[config.mk]
export PLATFORM = sky130hd
export DESIGN_NAME = dmem_arbiter_flat
export DESIGN_NICKNAME = d
export VERILOG_FILES = /design/src/rtl/dmem_arbiter_if.sv /design/src/rtl/dmem_arbiter.sv /design/src/flat_wrapper.sv
export SDC_FILE = /design/constraint.sdc
export NUM_CORES = 1
export LEC_CHECK = 0
export ABC_AREA = 0
export CAP_MARGIN = 20
export CORE_MARGIN = 4
export CORE_UTILIZATION = 23
export CTS_CLUSTER_DIAMETER = 40
export DETAILED_ROUTE_END_ITERATION = 7
export GPL_ROUTABILITY_DRIVEN = 0
export PLACE_DENSITY = 0.53
export SYNTH_ARGS = -nofsm -noshare
export SYNTH_HDL_FRONTEND = slang
export SYNTH_SLANG_ARGS = --single-unit
[constraint.sdc]
create_clock -name clk -period 4.3 [get_ports clk]
set_clock_uncertainty 0.2 [all_clocks]
set_input_delay 1.075 -clock clk [delete_from_list [all_inputs] [get_ports clk]]
set_output_delay 1.075 -clock clk [all_outputs]
set_load 0.02 [all_outputs]
[src/rtl/dmem_arbiter_if.sv]
// Request/response bundle for one data-memory requester port.
// The requester side uses the master modport, the arbiter side uses the slave modport.
interface dmem_arbiter_if;
   localparam int unsigned ADDR_W = 32;
   localparam int unsigned DATA_W = 32;

   logic              req_valid;
   logic              req_ready;
   logic              req_we;
   logic [1:0]        req_size;
   logic [ADDR_W-1:0] req_addr;
   logic [DATA_W-1:0] req_wdata;
   logic              rsp_valid;
   logic [DATA_W-1:0] rsp_rdata;
   logic              rsp_err;

   modport master (
      output req_valid, req_we, req_size, req_addr, req_wdata,
      input  req_ready, rsp_valid, rsp_rdata, rsp_err
   );

   modport slave (
      input  req_valid, req_we, req_size, req_addr, req_wdata,
      output req_ready, rsp_valid, rsp_rdata, rsp_err
   );
endinterface

[src/rtl/dmem_arbiter.sv]
// Two-port (core c / debug d) arbiter and IDLE->ISSUE->RESP sequencer for the data memory.
// Define DMEM_ARB_ROUND_ROBIN_EN for alternating grants; the default is c priority with a MAX_WAIT override.
module dmem_arbiter #(
   parameter int unsigned MEM_SIZE = 4096,
   parameter int unsigned MAX_WAIT = 4
) (
   input  logic                clk,
   input  logic                rst_n,
   dmem_arbiter_if.slave       c,
   dmem_arbiter_if.slave       d,
   output logic                mem_en,
   output logic                mem_we,
   output logic [1:0]          mem_size,
   output logic [31:0]         mem_addr,
   output logic [31:0]         mem_wdata,
   input  logic [31:0]         mem_rdata
);
   localparam int unsigned ADDR_W = 32;
   localparam int unsigned DATA_W = 32;
   localparam int unsigned CNT_W  = 4;

   typedef enum logic [1:0] {
      ST_IDLE  = 2'd0,
      ST_ISSUE = 2'd1,
      ST_RESP  = 2'd2
   } state_e;

   state_e              state_q, state_d;
   logic                owner_q, owner_d;
   logic                err_q, err_d;
   logic                mem_en_q, mem_en_d;
   logic                mem_we_q, mem_we_d;
   logic [1:0]          mem_size_q, mem_size_d;
   logic [ADDR_W-1:0]   mem_addr_q, mem_addr_d;
   logic [DATA_W-1:0]   mem_wdata_q, mem_wdata_d;
   logic                c_rsp_valid_q, c_rsp_valid_d;
   logic                d_rsp_valid_q, d_rsp_valid_d;
   logic                c_rsp_err_q, c_rsp_err_d;
   logic                d_rsp_err_q, d_rsp_err_d;
`ifdef DMEM_ARB_ROUND_ROBIN_EN
   logic                rr_ptr_q, rr_ptr_d;
`else
   logic [CNT_W-1:0]    wait_cnt_q, wait_cnt_d;
`endif

   logic                in_idle;
   logic                grant_d;
   logic                handshake;
   logic                sel_we;
   logic [1:0]          sel_size;
   logic [ADDR_W-1:0]   sel_addr;
   logic [DATA_W-1:0]   sel_wdata;
   logic [ADDR_W:0]     nbytes;
   logic                size_bad;
   logic                misalign;
   logic                oob;
   logic                req_err;
   logic                good_load;

   assign in_idle = (state_q == ST_IDLE);

   // grant_d = 1 selects port d; only meaningful while d is valid
`ifdef DMEM_ARB_ROUND_ROBIN_EN
   assign grant_d = d.req_valid & (~c.req_valid | rr_ptr_q);
`else
   assign grant_d = d.req_valid & (~c.req_valid | (wait_cnt_q >= CNT_W'(MAX_WAIT)));
`endif

   assign c.req_ready = in_idle & c.req_valid & ~grant_d;
   assign d.req_ready = in_idle & grant_d;
   assign handshake   = in_idle & (c.req_valid | d.req_valid);

   assign sel_we    = grant_d ? d.req_we    : c.req_we;
   assign sel_size  = grant_d ? d.req_size  : c.req_size;
   assign sel_addr  = grant_d ? d.req_addr  : c.req_addr;
   assign sel_wdata = grant_d ? d.req_wdata : c.req_wdata;

   // Alignment and size legality of the winning request
   always_comb begin
      nbytes   = (ADDR_W+1)'(4);
      size_bad = 1'b0;
      misalign = 1'b0;
      case (sel_size)
         2'b00:   nbytes = (ADDR_W+1)'(1);
         2'b01: begin
            nbytes   = (ADDR_W+1)'(2);
            misalign = sel_addr[0];
         end
         2'b11: begin
            nbytes   = (ADDR_W+1)'(4);
            misalign = |sel_addr[1:0];
         end
         default: size_bad = 1'b1;
      endcase
   end

   // 33-bit end address so accesses near 2^32 cannot wrap back into range
   assign oob     = ({1'b0, sel_addr} + nbytes) > (ADDR_W+1)'(MEM_SIZE);
   assign req_err = size_bad | misalign | oob;

   always_comb begin
      state_d       = state_q;
      owner_d       = owner_q;
      err_d         = err_q;
      mem_en_d      = 1'b0;
      mem_we_d      = mem_we_q;
      mem_size_d    = mem_size_q;
      mem_addr_d    = mem_addr_q;
      mem_wdata_d   = mem_wdata_q;
      c_rsp_valid_d = 1'b0;
      d_rsp_valid_d = 1'b0;
      c_rsp_err_d   = 1'b0;
      d_rsp_err_d   = 1'b0;
`ifdef DMEM_ARB_ROUND_ROBIN_EN
      rr_ptr_d      = rr_ptr_q;
`else
      wait_cnt_d    = wait_cnt_q;
`endif
      case (state_q)
         ST_IDLE: begin
            if (handshake) begin
               owner_d     = grant_d;
               err_d       = req_err;
               mem_en_d    = ~req_err;
               mem_we_d    = sel_we;
               mem_size_d  = sel_size;
               mem_addr_d  = sel_addr;
               mem_wdata_d = sel_wdata;
               state_d     = ST_ISSUE;
`ifdef DMEM_ARB_ROUND_ROBIN_EN
               rr_ptr_d    = ~grant_d;
`else
               if (grant_d) begin
                  wait_cnt_d = '0;
               end else if (d.req_valid && (wait_cnt_q != {CNT_W{1'b1}})) begin
                  wait_cnt_d = wait_cnt_q + CNT_W'(1);
               end
`endif
            end
         end
         ST_ISSUE: begin
            c_rsp_valid_d = ~owner_q;
            d_rsp_valid_d = owner_q;
            c_rsp_err_d   = ~owner_q & err_q;
            d_rsp_err_d   = owner_q & err_q;
            state_d       = ST_RESP;
         end
         ST_RESP: state_d = ST_IDLE;
         default: state_d = ST_IDLE;
      endcase
   end

   always_ff @(posedge clk or negedge rst_n) begin
      if (!rst_n) begin
         state_q       <= ST_IDLE;
         owner_q       <= 1'b0;
         err_q         <= 1'b0;
         mem_en_q      <= 1'b0;
         mem_we_q      <= 1'b0;
         mem_size_q    <= 2'b00;
         mem_addr_q    <= '0;
         mem_wdata_q   <= '0;
         c_rsp_valid_q <= 1'b0;
         d_rsp_valid_q <= 1'b0;
         c_rsp_err_q   <= 1'b0;
         d_rsp_err_q   <= 1'b0;
`ifdef DMEM_ARB_ROUND_ROBIN_EN
         rr_ptr_q      <= 1'b0;
`else
         wait_cnt_q    <= '0;
`endif
      end else begin
         state_q       <= state_d;
         owner_q       <= owner_d;
         err_q         <= err_d;
         mem_en_q      <= mem_en_d;
         mem_we_q      <= mem_we_d;
         mem_size_q    <= mem_size_d;
         mem_addr_q    <= mem_addr_d;
         mem_wdata_q   <= mem_wdata_d;
         c_rsp_valid_q <= c_rsp_valid_d;
         d_rsp_valid_q <= d_rsp_valid_d;
         c_rsp_err_q   <= c_rsp_err_d;
         d_rsp_err_q   <= d_rsp_err_d;
`ifdef DMEM_ARB_ROUND_ROBIN_EN
         rr_ptr_q      <= rr_ptr_d;
`else
         wait_cnt_q    <= wait_cnt_d;
`endif
      end
   end

   // Read data arrives the cycle after mem_en, i.e. in RESP, so it is steered through unregistered
   assign good_load   = ~err_q & ~mem_we_q;
   assign c.rsp_rdata = (c_rsp_valid_q & good_load) ? mem_rdata : '0;
   assign d.rsp_rdata = (d_rsp_valid_q & good_load) ? mem_rdata : '0;
   assign c.rsp_valid = c_rsp_valid_q;
   assign d.rsp_valid = d_rsp_valid_q;
   assign c.rsp_err   = c_rsp_err_q;
   assign d.rsp_err   = d_rsp_err_q;

   assign mem_en    = mem_en_q;
   assign mem_we    = mem_we_q;
   assign mem_size  = mem_size_q;
   assign mem_addr  = mem_addr_q;
   assign mem_wdata = mem_wdata_q;
endmodule

[src/flat_wrapper.sv]
// flat-port wrapper written by rule: the top's interface ports become plain ports
module dmem_arbiter_flat 
#(
   parameter int unsigned MEM_SIZE = 4096,
   parameter int unsigned MAX_WAIT = 4
)
  (clk, rst_n, mem_en, mem_we, mem_size, mem_addr, mem_wdata, mem_rdata, c_req_valid, c_req_we, c_req_size, c_req_addr, c_req_wdata, c_req_ready, c_rsp_valid, c_rsp_rdata, c_rsp_err, d_req_valid, d_req_we, d_req_size, d_req_addr, d_req_wdata, d_req_ready, d_rsp_valid, d_rsp_rdata, d_rsp_err);
  dmem_arbiter_if c_i ();
  dmem_arbiter_if d_i ();
  input  logic clk;
  input  logic rst_n;
  output logic mem_en;
  output logic mem_we;
  output logic [1:0] mem_size;
  output logic [31:0] mem_addr;
  output logic [31:0] mem_wdata;
  input  logic [31:0] mem_rdata;
  input wire logic [$bits(c_i.req_valid)-1:0] c_req_valid;
  input wire logic [$bits(c_i.req_we)-1:0] c_req_we;
  input wire logic [$bits(c_i.req_size)-1:0] c_req_size;
  input wire logic [$bits(c_i.req_addr)-1:0] c_req_addr;
  input wire logic [$bits(c_i.req_wdata)-1:0] c_req_wdata;
  output wire logic [$bits(c_i.req_ready)-1:0] c_req_ready;
  output wire logic [$bits(c_i.rsp_valid)-1:0] c_rsp_valid;
  output wire logic [$bits(c_i.rsp_rdata)-1:0] c_rsp_rdata;
  output wire logic [$bits(c_i.rsp_err)-1:0] c_rsp_err;
  input wire logic [$bits(d_i.req_valid)-1:0] d_req_valid;
  input wire logic [$bits(d_i.req_we)-1:0] d_req_we;
  input wire logic [$bits(d_i.req_size)-1:0] d_req_size;
  input wire logic [$bits(d_i.req_addr)-1:0] d_req_addr;
  input wire logic [$bits(d_i.req_wdata)-1:0] d_req_wdata;
  output wire logic [$bits(d_i.req_ready)-1:0] d_req_ready;
  output wire logic [$bits(d_i.rsp_valid)-1:0] d_rsp_valid;
  output wire logic [$bits(d_i.rsp_rdata)-1:0] d_rsp_rdata;
  output wire logic [$bits(d_i.rsp_err)-1:0] d_rsp_err;
  assign c_i.req_valid = c_req_valid;
  assign c_i.req_we = c_req_we;
  assign c_i.req_size = c_req_size;
  assign c_i.req_addr = c_req_addr;
  assign c_i.req_wdata = c_req_wdata;
  assign c_req_ready = c_i.req_ready;
  assign c_rsp_valid = c_i.rsp_valid;
  assign c_rsp_rdata = c_i.rsp_rdata;
  assign c_rsp_err = c_i.rsp_err;
  assign d_i.req_valid = d_req_valid;
  assign d_i.req_we = d_req_we;
  assign d_i.req_size = d_req_size;
  assign d_i.req_addr = d_req_addr;
  assign d_i.req_wdata = d_req_wdata;
  assign d_req_ready = d_i.req_ready;
  assign d_rsp_valid = d_i.rsp_valid;
  assign d_rsp_rdata = d_i.rsp_rdata;
  assign d_rsp_err = d_i.rsp_err;
  dmem_arbiter #(.MEM_SIZE(MEM_SIZE), .MAX_WAIT(MAX_WAIT)) u_core (.clk(clk), .rst_n(rst_n), .c(c_i), .d(d_i), .mem_en(mem_en), .mem_we(mem_we), .mem_size(mem_size), .mem_addr(mem_addr), .mem_wdata(mem_wdata), .mem_rdata(mem_rdata));
endmodule
Yosys cells after proc, flatten, opt, wreduce, memory -nomap -nowiden

Cells that the tools add are included.

Register bits: 80
Output and inout port bits: 138

Mux-type cells: 19
Magnitude comparators: 2
$add $sub $neg: 2
Equal/unequal tests: 5
Reduce and logical (&&, ||, !) cells: 8
Bitwise gates (word level): 20

Operators with widths:

| operator                                                                | count |
|---|---|
| 32-bit 2-to-1 mux                                                       | 4 |
| 32-bit by 3-bit adder with 33-bit output                                | 1 |
| 33-bit by 13-bit > comparator with 1-bit output (second input constant) | 1 |
| 1-bit bitwise AND                                                       | 10 |
| 1-bit 2-to-1 mux                                                        | 8 |
| 4-bit 2-to-1 mux                                                        | 2 |
| 1-bit inverter                                                          | 6 |
| 3-bit one-hot mux with 2 select lines                                   | 1 |
| 4-bit by 1-bit adder with 4-bit output (second input constant)          | 1 |
| 2-bit by 1-bit equality test with 1-bit output (second input constant)  | 2 |
| 4-bit by 3-bit >= comparator with 1-bit output (second input constant)  | 1 |
| 2-bit logical NOT                                                       | 2 |
| 2-bit 2-to-1 mux                                                        | 2 |
| 4-bit inequality test (second input constant)                           | 1 |
| 1-bit bitwise OR                                                        | 4 |
| 2-bit one-hot mux with 2 select lines                                   | 1 |
| 3-bit AND reduction                                                     | 1 |
| 3-bit OR reduction                                                      | 1 |
| 2-bit equality test (second input constant)                             | 1 |
| 2-bit inequality test (second input constant)                           | 1 |
| 1-bit one-hot mux with 2 select lines                                   | 1 |
| 2-bit AND reduction                                                     | 1 |
| 2-bit nonzero test                                                      | 1 |
| 2-bit OR reduction                                                      | 1 |
| 1-bit logical AND                                                       | 1 |

Logic depth before layout (Yosys ltp)

Gate-level depths: netlist of run 1.

Word-level depth: 12
Gate-level depth with buffers: 18

Worst setup path before layout of run 1

Ideal clock, no wire load.

Kind: input port to flip-flop
From: input port c_req_valid
To: register u_core.err_q
Path buffers: 4
Slack: -0.679 ns
Data arrival time: 4.652 ns
Cell stages on the path: 16
Required time: 3.974 ns
Cell sequence: or3b_1 buf_4 nand2_2 buf_4 buf_2 clkbuf_1 nand2_1 and3_1 ha_1 ha_1 o31ai_1 a2bb2oi_1 a21oi_2 mux2i_1 or4_1 o32a_1

Longest elaborated chain between the ends: 9
Elaborated cells between the ends (all ways): 20
Those cells by class: add/sub (1); order compare (1); eq/ne (2); mux (5); bitwise (7); reduce/logical (4)

RTL lines:

| item                                                                                       | RTL line                               | source |
|---|---|---|
| start, declared                                                                            | flat_wrapper.sv:18                     | `input wire logic [$bits(c_i.req_valid)-1:0] c_req_valid;` |
| 1-bit inverter                                                                             | dmem_arbiter.sv:66                     | `assign grant_d = d.req_valid & (~c.req_valid \| (wait_cnt_q >= CNT_W'(MAX_WAIT)));` |
| 1-bit bitwise OR                                                                           | dmem_arbiter.sv:66                     |  |
| 1-bit bitwise AND                                                                          | dmem_arbiter.sv:66                     |  |
| 2-bit 2-to-1 mux                                                                           | dmem_arbiter.sv:74                     | `assign sel_size = grant_d ? d.req_size : c.req_size;` |
| 2-bit by 1-bit equality test with 1-bit output, or another cell as far along               | dmem_arbiter.sv:83                     | `case (sel_size)` |
| 3-bit one-hot mux with 2 select lines / 3-bit OR reduction (equally long branches)         | --                                     |  |
| 32-bit by 3-bit adder with 33-bit output / 1-bit 2-to-1 mux (equally long branches)        | dmem_arbiter.sv:98, dmem_arbiter.sv:83 |  |
| 33-bit by 13-bit > comparator with 1-bit output / 1-bit bitwise OR (equally long branches) | dmem_arbiter.sv:98, dmem_arbiter.sv:99 |  |
| 1-bit bitwise OR                                                                           | dmem_arbiter.sv:99                     | `assign req_err = size_bad \| misalign \| oob;` |
| end signal, assigned                                                                       | dmem_arbiter.sv:175                    | `err_q <= err_d;` |
| end, declared                                                                              | dmem_arbiter.sv:30                     | `logic err_q, err_d;` |

Several ways; a longest one is shown, not always the timed one.
A chain may end at the register's enable or synchronous reset.

Worst setup path after layout of run 1

Same ends and word-level chain as after synthesis.

==> reports/metrics.yaml, run 1 <==
status: "completed"
r2r_slack_ps: 680
grt_remaining_overflow: 0
grt_pass1_vias: 6302
vias: 6192
row_count: 55
p_leak_nw: 3.79
seqPwrFrac_pct: 28.3
reg2reg_from: "u_core.wait_cnt_q[2]"
regArea_sq_um: 2000
arrival_ps: 3980
r2r_cells: 13
relSlewSlack_pct: 42.4
whs_endpoint: "u_core.state_q[1]"
yosys_register_bits: 80
switchingPower_w: 0.00188
synth_edf_count: 0
io_pins: 308
swShare_pct: 40.7
cp_num_buf_inv: 1
cts_tree: "done"
ir_drop_mv: 0.316
cts_num_sinks: 80
clk_pin_slew_ps: 60
synth_area_leaders: "dfrtp_1 37%, nand2_1 9.0%, and2_1 8.1%"
globalRouteTotalUtil_pct: 17.8
post-route-min-period_ps: 3960
synth_top_cell_area_share_pct: 36.9
fmax_ghz: 0.252
multi_input_area_sq_um: 3390
clock-root-buffer: "clkbuf_16"
netlist-cell-type-count: 65
hold_viol_final: 0
antenna_found_initial: 2
fin_nets: 1190
start_util_pct: 23.7
syn_area_sq_um: 5420
ctsHoldBuffers: 0
slew_violations: 0
numPortBuffers: 307
cts_buffers: 9
dp.final_hpwl_um: 18400
synth.largest_area_cell: "dfrtp_1"
synth_cells: 688
cts_max_path_buffers: 2
routed_wl_um: 24000
power.density_nw_per_um2: 480
initialDrtViolationCount: 331
combPwrFrac_pct: 54.7
post-route-util_pct: 42.1
fp.dieW_um: 162
detail-route-antenna-nets: 0
die_height_um: 162
yosysSeqAreaShare_pct: 36.9
h-tree-depth: 3
via_per_inst: 4.64
synth_commonest_cells: "130 x nand2_1, 80 x dfrtp_1, 80 x nor2_1, 70 x and2_1, 59 x a31oi_1"
synth_warnings: 0
postSynthNetCount: 862
cap_violations: 0
finalSetupViolations: 0
n_fill_cell: 2318
drc: 0
clkPwrFrac_pct: 17.0
clock_latency_ps: 350
reg2reg_to: "u_core.err_q"
dieArea_sq_um: 26100
grt_max_degree: 136
startpoint_type: "input port"
hold_class: "flop to flop"
worstPathRequired_ps: 4320
hold_slack_ps: 280
critPathMaxStageDelay_ps: 510
drive_gt1_share_pct: 10.9
area_growth_pct: 77.7
tightestPinTransition_ps: 865
cp_max_fo: 4
rsz0062_at_grt: "false"
min-delay-start: "u_core.state_q[1]"
p_int_w: 0.00274
cp_slowest_cell: "or4_1"
end_kind: "flop"
critPathKind: "input port to flop"
cp_common_cell: "ha_4"
fin_crit_sh_pct: 92.1
async_flop_share_pct: 100
synth_flop_cell: "dfrtp_1"
wl_per_cell_um: 18.0
grt_pass1_wl_um: 36800
synth_most_common_cell: "nand2_1"
crit_family: "simple AND/OR/NAND/NOR gates"
avgSynthCellArea_sq_um: 7.88
hold_depth: 1
core_sq_um: 22900
path_cells: "dlymetal6s2s_1 > or3b_4 > nand2_8 > mux2i_4 > and3_4 > ha_4 > ha_4 > nor2_2 > a21oi_2 > o2bb2ai_2 > nand2_2 > o21a_1 > or4_1 > o32a_1"
first_pass_iters: 5
-- routing by layer --
metal | share of wire, % | vias up | track usage [%]
met3 | 7.7 | 30 | 5.23
met1 | 44 | 2873 | 23.1
met4 | 1.8 | 0 | 4.58
met2 | 47 | 229 | 29.2
met5 | 0 | - | 0
li1 | - | 3060 | -
-- worst reg2reg max path, delay by kind of cell (launching register included) --
| kind | cells | cell delay (ps) |
|---|---|---|
| simple gates | 6 | 1450 |
| compound gates | 4 | 810 |
| flops | 1 | 440 |
| fa+ha+maj | 2 | 330 |
| mux | 1 | 270 |
-- cell families (layout without fill, tap and decap cells) --
logic type	count (synthesis)	after routing	synth area share, %
and+or+nand+nor	367	367	33.1
AOI/OAI and AO/OA	139	139	17.1
DFF	80	80	36.9
buffers and inverters	54	386	4.15
muxes	24	24	4.55
xor gates and xnor gates	19	19	3.07
adders and majority gates	5	5	1.11
other	0	1	0
-- repair_timing --
item	4_1_cts	5_1_grt
resized for setup	15	3
setup endpoints to repair	3	3
pin swaps	8	8
setup buffers	2	0
-- layout by cell type (no fill, tap or decap), types with 4 or more instances in the layout --
| master | n |
|---|---|
| dfrtp_1 | 80 |
| mux2i_1 | 18 |
| nor2_1 | 79 |
| nand3_1 | 11 |
| nand2_1 | 127 |
| nor4_1 | 4 |
| nor3_1 | 14 |
| or3_1 | 6 |
| buf_4 | 52 |
| nand4_1 | 9 |
| o31ai_1 | 4 |
| a31oi_1 | 58 |
| nor2b_1 | 6 |
| and2_1 | 70 |
| o211ai_1 | 4 |
| clkdlybuf4s50_1 | 303 |
| o21ai_0 | 10 |
| nand2b_1 | 5 |
| clkbuf_16 | 9 |
| inv_1 | 9 |
| xnor2_1 | 14 |
| and3_1 | 6 |
| a21oi_1 | 24 |
| mux2_2 | 5 |
| xor2_1 | 5 |
-- cell type report --
class                           count  share of cell area, %
Clock buffer                       10                   2.48
Clock inverter                      5                  0.597
Sequential cell                    80                   20.8
Multi-Input combinational cell    554                   35.1
Tap cell                          313                   4.06
Timing Repair Buffer              361                   36.5
Antenna cell                        1                 0.0260
Inverter                           10                  0.390
-- state kept, by name (all words and copies together) (netlist names) --
name,count
u_core.mem_addr,32
u_core.mem_wdata,32
u_core.wait_cnt_q,4
u_core.mem_size,2
u_core.state_q,2
u_core.c.rsp_err,1
u_core.c.rsp_valid,1
u_core.d.rsp_err,1
u_core.d.rsp_valid,1
u_core.err_q,1
u_core.mem_en,1
u_core.mem_we,1
u_core.owner_q,1
-- power by group through the flow --
stage / logic [W] / registers [W] / clock network, W
2_1_floorplan: 0.000914 / 0.00171 / 0
3_3_place_gp: 0.00252 / 0.00132 / 0
3_5_place_dp: 0.00254 / 0.00132 / 0
4_1_cts: 0.00256 / 0.00131 / 0.000822
5_1_grt: 0.00274 / 0.00136 / 0.000852
6_report: 0.00253 / 0.00131 / 0.000786
-- through the flow --
step	power [W]	TNS, ps	setup slack [ps]	instances	area, sq um
after global placement	0.00384	-1310	-502	1316	9250
final	0.00462	0	338	1334	9640
after CTS	0.00470	0	5.85	1333	9620
after global routing	0.00495	0	187	1333	9630
after floorplan	0.00262	-14.3	-14.3	688	5610
after detailed placement	0.00386	-1380	-571	1316	9250
-- worst max path at each step --
stage	start	endpoint	slack (ps)	depth (start not counted)
after floorplan	c_req_valid	u_core.err_q	-10	18
after global placement	c_req_valid	u_core.err_q	-500	14
after detailed placement	c_req_valid	u_core.err_q	-570	14
after CTS	c_req_valid	u_core.err_q	6	14
after global routing	c_req_valid	u_core.err_q	190	14
final	c_req_valid	u_core.err_q	340	14
No activity file was read; power rests on OpenSTA's default activity.
==> run 2: changes to the inputs <==
Settings changed: CORE_ASPECT_RATIO set to 0.9, PLACE_DENSITY 0.53 to 0.65.
==> run 2 against run 1 <==
Non-clock buffer count up 8. First-iteration DRC count rose by 61%. Count of clock-buffer cells in the layout decreased by 1. Sequential share of layout area down 0.10 points. Register-to-register slack worse by 20 ps. Sequential power about the same. Combinational power is essentially flat. Final cell count down 0.15%. Critical path type unchanged. Largest cell class unchanged. Highest routed layer unchanged.
==> reports/metrics.yaml, run 2 (same netlist as run 1, synthesis figures left out) <==
dp_slack_ps: -498
hold_class: "flop to flop"
clock_latency_ps: 350
vias: 6350
first_pass_iters: 5
path_cells: "clkdlybuf4s50_1 > buf_4 > inv_1 > nor2_4 > nand2_1 > and3_4 > ha_4 > ha_4 > buf_4 > a211oi_4 > xnor2_1 > or3_4 > a211oi_2 > a31oi_2 > buf_4 > nor4_4"
hold_slack_ps: 294
globalRouteTotalUtil_pct: 17.3
worstPathRequired_ps: 4360
post-route-min-period_ps: 4140
tns_ps: 0
critPathLaunch: "d_req_valid"
design_area_sq_um: 9690
dp.final_hpwl_um: 18100
grt_remaining_overflow: 0
slew_violations: 0
grt.busiest_layer: "met2"
relSlewSlack_pct: 47.9
drive_gt1_share_pct: 12.3
power.density_nw_per_um2: 477
io_pins: 308
r2r_cells: 15
arrival_ps: 4200
reg2reg_to: "u_core.mem_en"
status: "completed"
cts_buffers: 9
antenna_found_initial: 1
end_kind: "flop"
clk_pin_slew_ps: 70
fin_crit_sh_pct: 96.2
fp.dieW_um: 170
final_common_cell: "clkdlybuf4s50_1"
power_w: 0.00462
critPathKind: "input port to flop"
startpoint_type: "input port"
r2r_slack_ps: 660
detail-route-antenna-nets: 0
crit_end: "u_core.mem_en"
grtUsageMet1_pct: 23.6
area_growth_pct: 78.6
rsz0062_at_grt: "false"
drc: 0
wl_per_cell_um: 17.4
initialDrtViolationCount: 532
dieArea_sq_um: 26100
reg2reg_from: "u_core.wait_cnt_q[2]"
die_height_um: 154
setup_ws_ps: 162
cp_max_fo: 5
use_met3_pct: 4.99
tightestPinTransition_ps: 771
grt_pass1_wl_um: 36000
cts_max_path_buffers: 2
fmax_ghz: 0.242
cp_common_cell: "buf_4"
h-tree-depth: 3
grtUsageMet2_pct: 26.9
ir_drop_mv: 0.354
hold_viol_final: 0
ctsHoldBuffers: 0
critPathMaxStageDelay_ps: 450
cap_violations: 0
grt_max_degree: 136
start_util_pct: 23.3
core_sq_um: 23300
cp_slowest_cell: "clkdlybuf4s50_1"
via_per_inst: 4.77
final_cell_mix: "304 x clkdlybuf4s50_1, 126 x nand2_1, 80 x dfrtp_1"
clock-root-buffer: "clkbuf_16"
grt_pass1_vias: 6314
p_leak_nw: 3.81
cts_tree: "done"
row_count: 53
placed_area_sq_um: 9250
finalSetupViolations: 0
numPortBuffers: 307
cts_num_sinks: 80
fin_nets: 1198
routed_wl_um: 23200
## run 2: where the power goes
part | internal [W] | switching (W) | leakage [nW]
Sequential | 0.00111 | 0.000201 | 0.914
Clock | 0.000405 | 0.000360 | 0.139
Combinational | 0.00117 | 0.00137 | 2.76
Total | 0.00269 | 0.00193 | 3.81
## run 2: per-layer routing
layer  vias up  part of all wire (%)
met3        31                   8.7
li1       3082                     -
met4         0                   2.2
met2       252                    45
met1      2985                    44
met5         -                     0
## run 2: worst max-delay path: cells and delay by family
kind	cells	cell delay (ps)
compound gates	3	620
xor+xnor	1	110
fa+ha+maj	2	340
buf+inv	5	990
simple gates	5	1070
## run 2: area by class of cell
| type | count | area (sq um) |
|---|---|---|
| clock inverters | 7 | 62.6 |
| diodes | 1 | 2.50 |
| multi-input cells | 554 | 3420 |
| repair buffers | 369 | 3560 |
| fillers | 2296 | 13600 |
| flip-flops and latches | 80 | 2000 |
| inverters | 10 | 37.5 |
| clock buffers | 9 | 225 |
| well taps | 302 | 378 |
## run 2: repair_timing
action | CTS | global route
pin swaps | 0 | 10
resized for setup | 5 | 19
endpoints found under the hold margin | 0 | 0
buffers inserted | 0 | 5
endpoints found under the setup margin | 2 | 2
## run 2: stage by stage
stage,std cells,utilization [%]
3_5_place_dp,1310,39.8
2_1_floorplan,688,-
4_1_cts,1326,41.1
3_3_place_gp,1310,39.8
5_1_grt,1332,41.6
6_report,1332,41.6
## run 2: how the worst min path moves through the flow
stage	startpoint	endpoint	slack [ps]	depth (start not counted)
finish	u_core.state_q[1]	u_core.state_q[1]	290	1
global placement	u_core.state_q[1]	u_core.state_q[1]	280	1
global route	u_core.state_q[1]	u_core.state_q[1]	310	1
detailed placement	u_core.state_q[1]	u_core.state_q[1]	270	1
floorplan	u_core.state_q[1]	u_core.state_q[1]	230	1
CTS	u_core.state_q[1]	u_core.state_q[1]	290	1
==> run 3: changes to the inputs <==
Settings changed: CORE_UTILIZATION 23 to 35, PLACE_DENSITY 0.65 to 0.87.
==> run 3 against run 2 <==
Count of clock-buffer cells in the layout rose by 2. Global-route usage grew 8.3 points. Register-to-register slack about the same. Design area fell by 2.7%. Critical path depth is 2 lower. Wire length is 1.9% higher. Sequential power hardly changed. Total power about the same. First-iteration DRC count grew 42%. Via count is 2.4% higher. Clock power about the same. Critical path type unchanged.
==> reports/metrics.yaml, run 3 (same netlist as run 1, synthesis figures left out) <==
globalRouteTotalUtil_pct: 25.6
drive_gt1_share_pct: 10.4
critPathKind: "input port to flop"
n_fill_cell: 1257
area_growth_pct: 73.8
arrival_ps: 4200
hold_slack_ps: 261
min-delay-start: "u_core.state_q[1]"
grt_max_degree: 136
cp_slowest_cell: "or4_1"
start_util_pct: 36.3
first_pass_iters: 5
cap_violations: 0
path_cells: "dlygate4sd2_1 > or3b_4 > nand2_8 > mux2i_4 > inv_1 > ha_4 > or2_4 > a21boi_1 > o2bb2ai_2 > nand2_2 > o21ai_1 > o21a_1 > or4_1 > o32a_1"
core_sq_um: 14900
via_per_inst: 5.33
fmax_ghz: 0.240
final_cell_mix: "303 x clkdlybuf4s50_1, 127 x nand2_1, 80 x dfrtp_1"
startpoint_type: "input port"
post-route-min-period_ps: 4170
grt.busiest_layer: "met2"
relSlewSlack_pct: 49.5
critPathMaxStageDelay_ps: 530
design_area_sq_um: 9420
clock-root-buffer: "clkbuf_16"
placed_area_sq_um: 9080
wl_per_cell_um: 19.3
clock_latency_ps: 340
use_met3_pct: 6.07
numPortBuffers: 307
fin_nets: 1189
io_pins: 308
die_height_um: 126
cts_tree: "done"
cp_max_fo: 5
grtUsageMet1_pct: 34.7
detail-route-antenna-nets: 0
hold_class: "flop to flop"
initialDrtViolationCount: 755
setup_ws_ps: 131
end_kind: "flop"
cts_max_path_buffers: 2
drc: 0
antenna_found_initial: 2
row_count: 42
cts_buffers: 9
fin_crit_sh_pct: 96.9
rsz0062_at_grt: "false"
fp.dieW_um: 139
slew_violations: 0
tns_ps: 0
grt_pass1_vias: 6296
cts_num_sinks: 80
hold_viol_final: 0
power_w: 0.00462
grt_pass1_wl_um: 36000
ir_drop_mv: 0.331
finalSetupViolations: 0
h-tree-depth: 3
ctsHoldBuffers: 0
clk_pin_slew_ps: 60
status: "completed"
grt_remaining_overflow: 0
dieArea_sq_um: 17600
grtUsageMet2_pct: 40.4
reg2reg_from: "u_core.wait_cnt_q[2]"
dp_slack_ps: -646
power.density_nw_per_um2: 490
tightestPinTransition_ps: 753
p_leak_nw: 3.75
routed_wl_um: 23600
dp.final_hpwl_um: 18300
worstPathRequired_ps: 4330
critPathLaunch: "c_req_valid"
final_common_cell: "clkdlybuf4s50_1"
vias: 6500
run 3: cell count changes in the layout (fill, tap and decap cells not counted), moves of 2 or more:
cell / delta
buf_4: -9
a211oi_1: +3
inv_6: -3
a211oi_2: -2
clkbuf_1: +2
clkinv_2: +2
dlygate4sd2_1: +2
o21ai_0: +2
run 3: power breakdown:
group          internal (W)  total [W]  switching (W)
Sequential          0.00111    0.00132       0.000202
Clock              0.000450   0.000768       0.000318
Combinational       0.00115    0.00254        0.00138
Total               0.00272    0.00462        0.00190
run 3: worst paths after layout:
check,slack (ps),end,cells after the start
setup / recovery,130,u_core.err_q,14
min in group asynchronous,550,u_core.mem_addr[11],1
max in group asynchronous,2620,u_core.d.rsp_err,2
hold / removal,260,u_core.state_q[1],1
hold reg to reg,260,u_core.state_q[1],1
setup reg to reg,660,u_core.err_q,13
run 3: cell type report:
type,instances,area [sq um],area share [%]
clock inverters,5,56.3,0.597
flip-flops and latches,80,2000,21.2
well taps,198,248,2.63
clock buffers,11,233,2.47
repair buffers,360,3480,37.0
diodes,2,5.00,0.0531
multi-input cells,554,3360,35.6
inverters,10,37.5,0.398
run 3: critical path, delay by kind of cell:
family          cells  cell delay (ps)
compound gates      5              820
fa+ha+maj           1              250
buf+inv             2              330
mux                 1              240
simple gates        5             1470
run 3: timing repair:
action | 4_1_cts | 5_1_grt
resized for setup | 10 | 1
pin swaps | 5 | 0
setup endpoints to repair | 3 | 2
buffers inserted | 2 | 0
run 3: stage by stage:
| stage | cells | utilization (%) |
|---|---|---|
| 2_1_floorplan | 688 | - |
| 4_1_cts | 1218 | 63.1 |
| 6_report | 1220 | 63.1 |
| 3_5_place_dp | 1200 | 60.8 |
| 5_1_grt | 1220 | 63.1 |
| 3_3_place_gp | 1200 | 60.8 |
run 3: routing by layer:
layer  vias to the layer above  routed length, um
li1                       3065                  -
met4                         0                590
met2                       318              11100
met5                         -                  0
met1                      3074              10100
met3                        43               1880
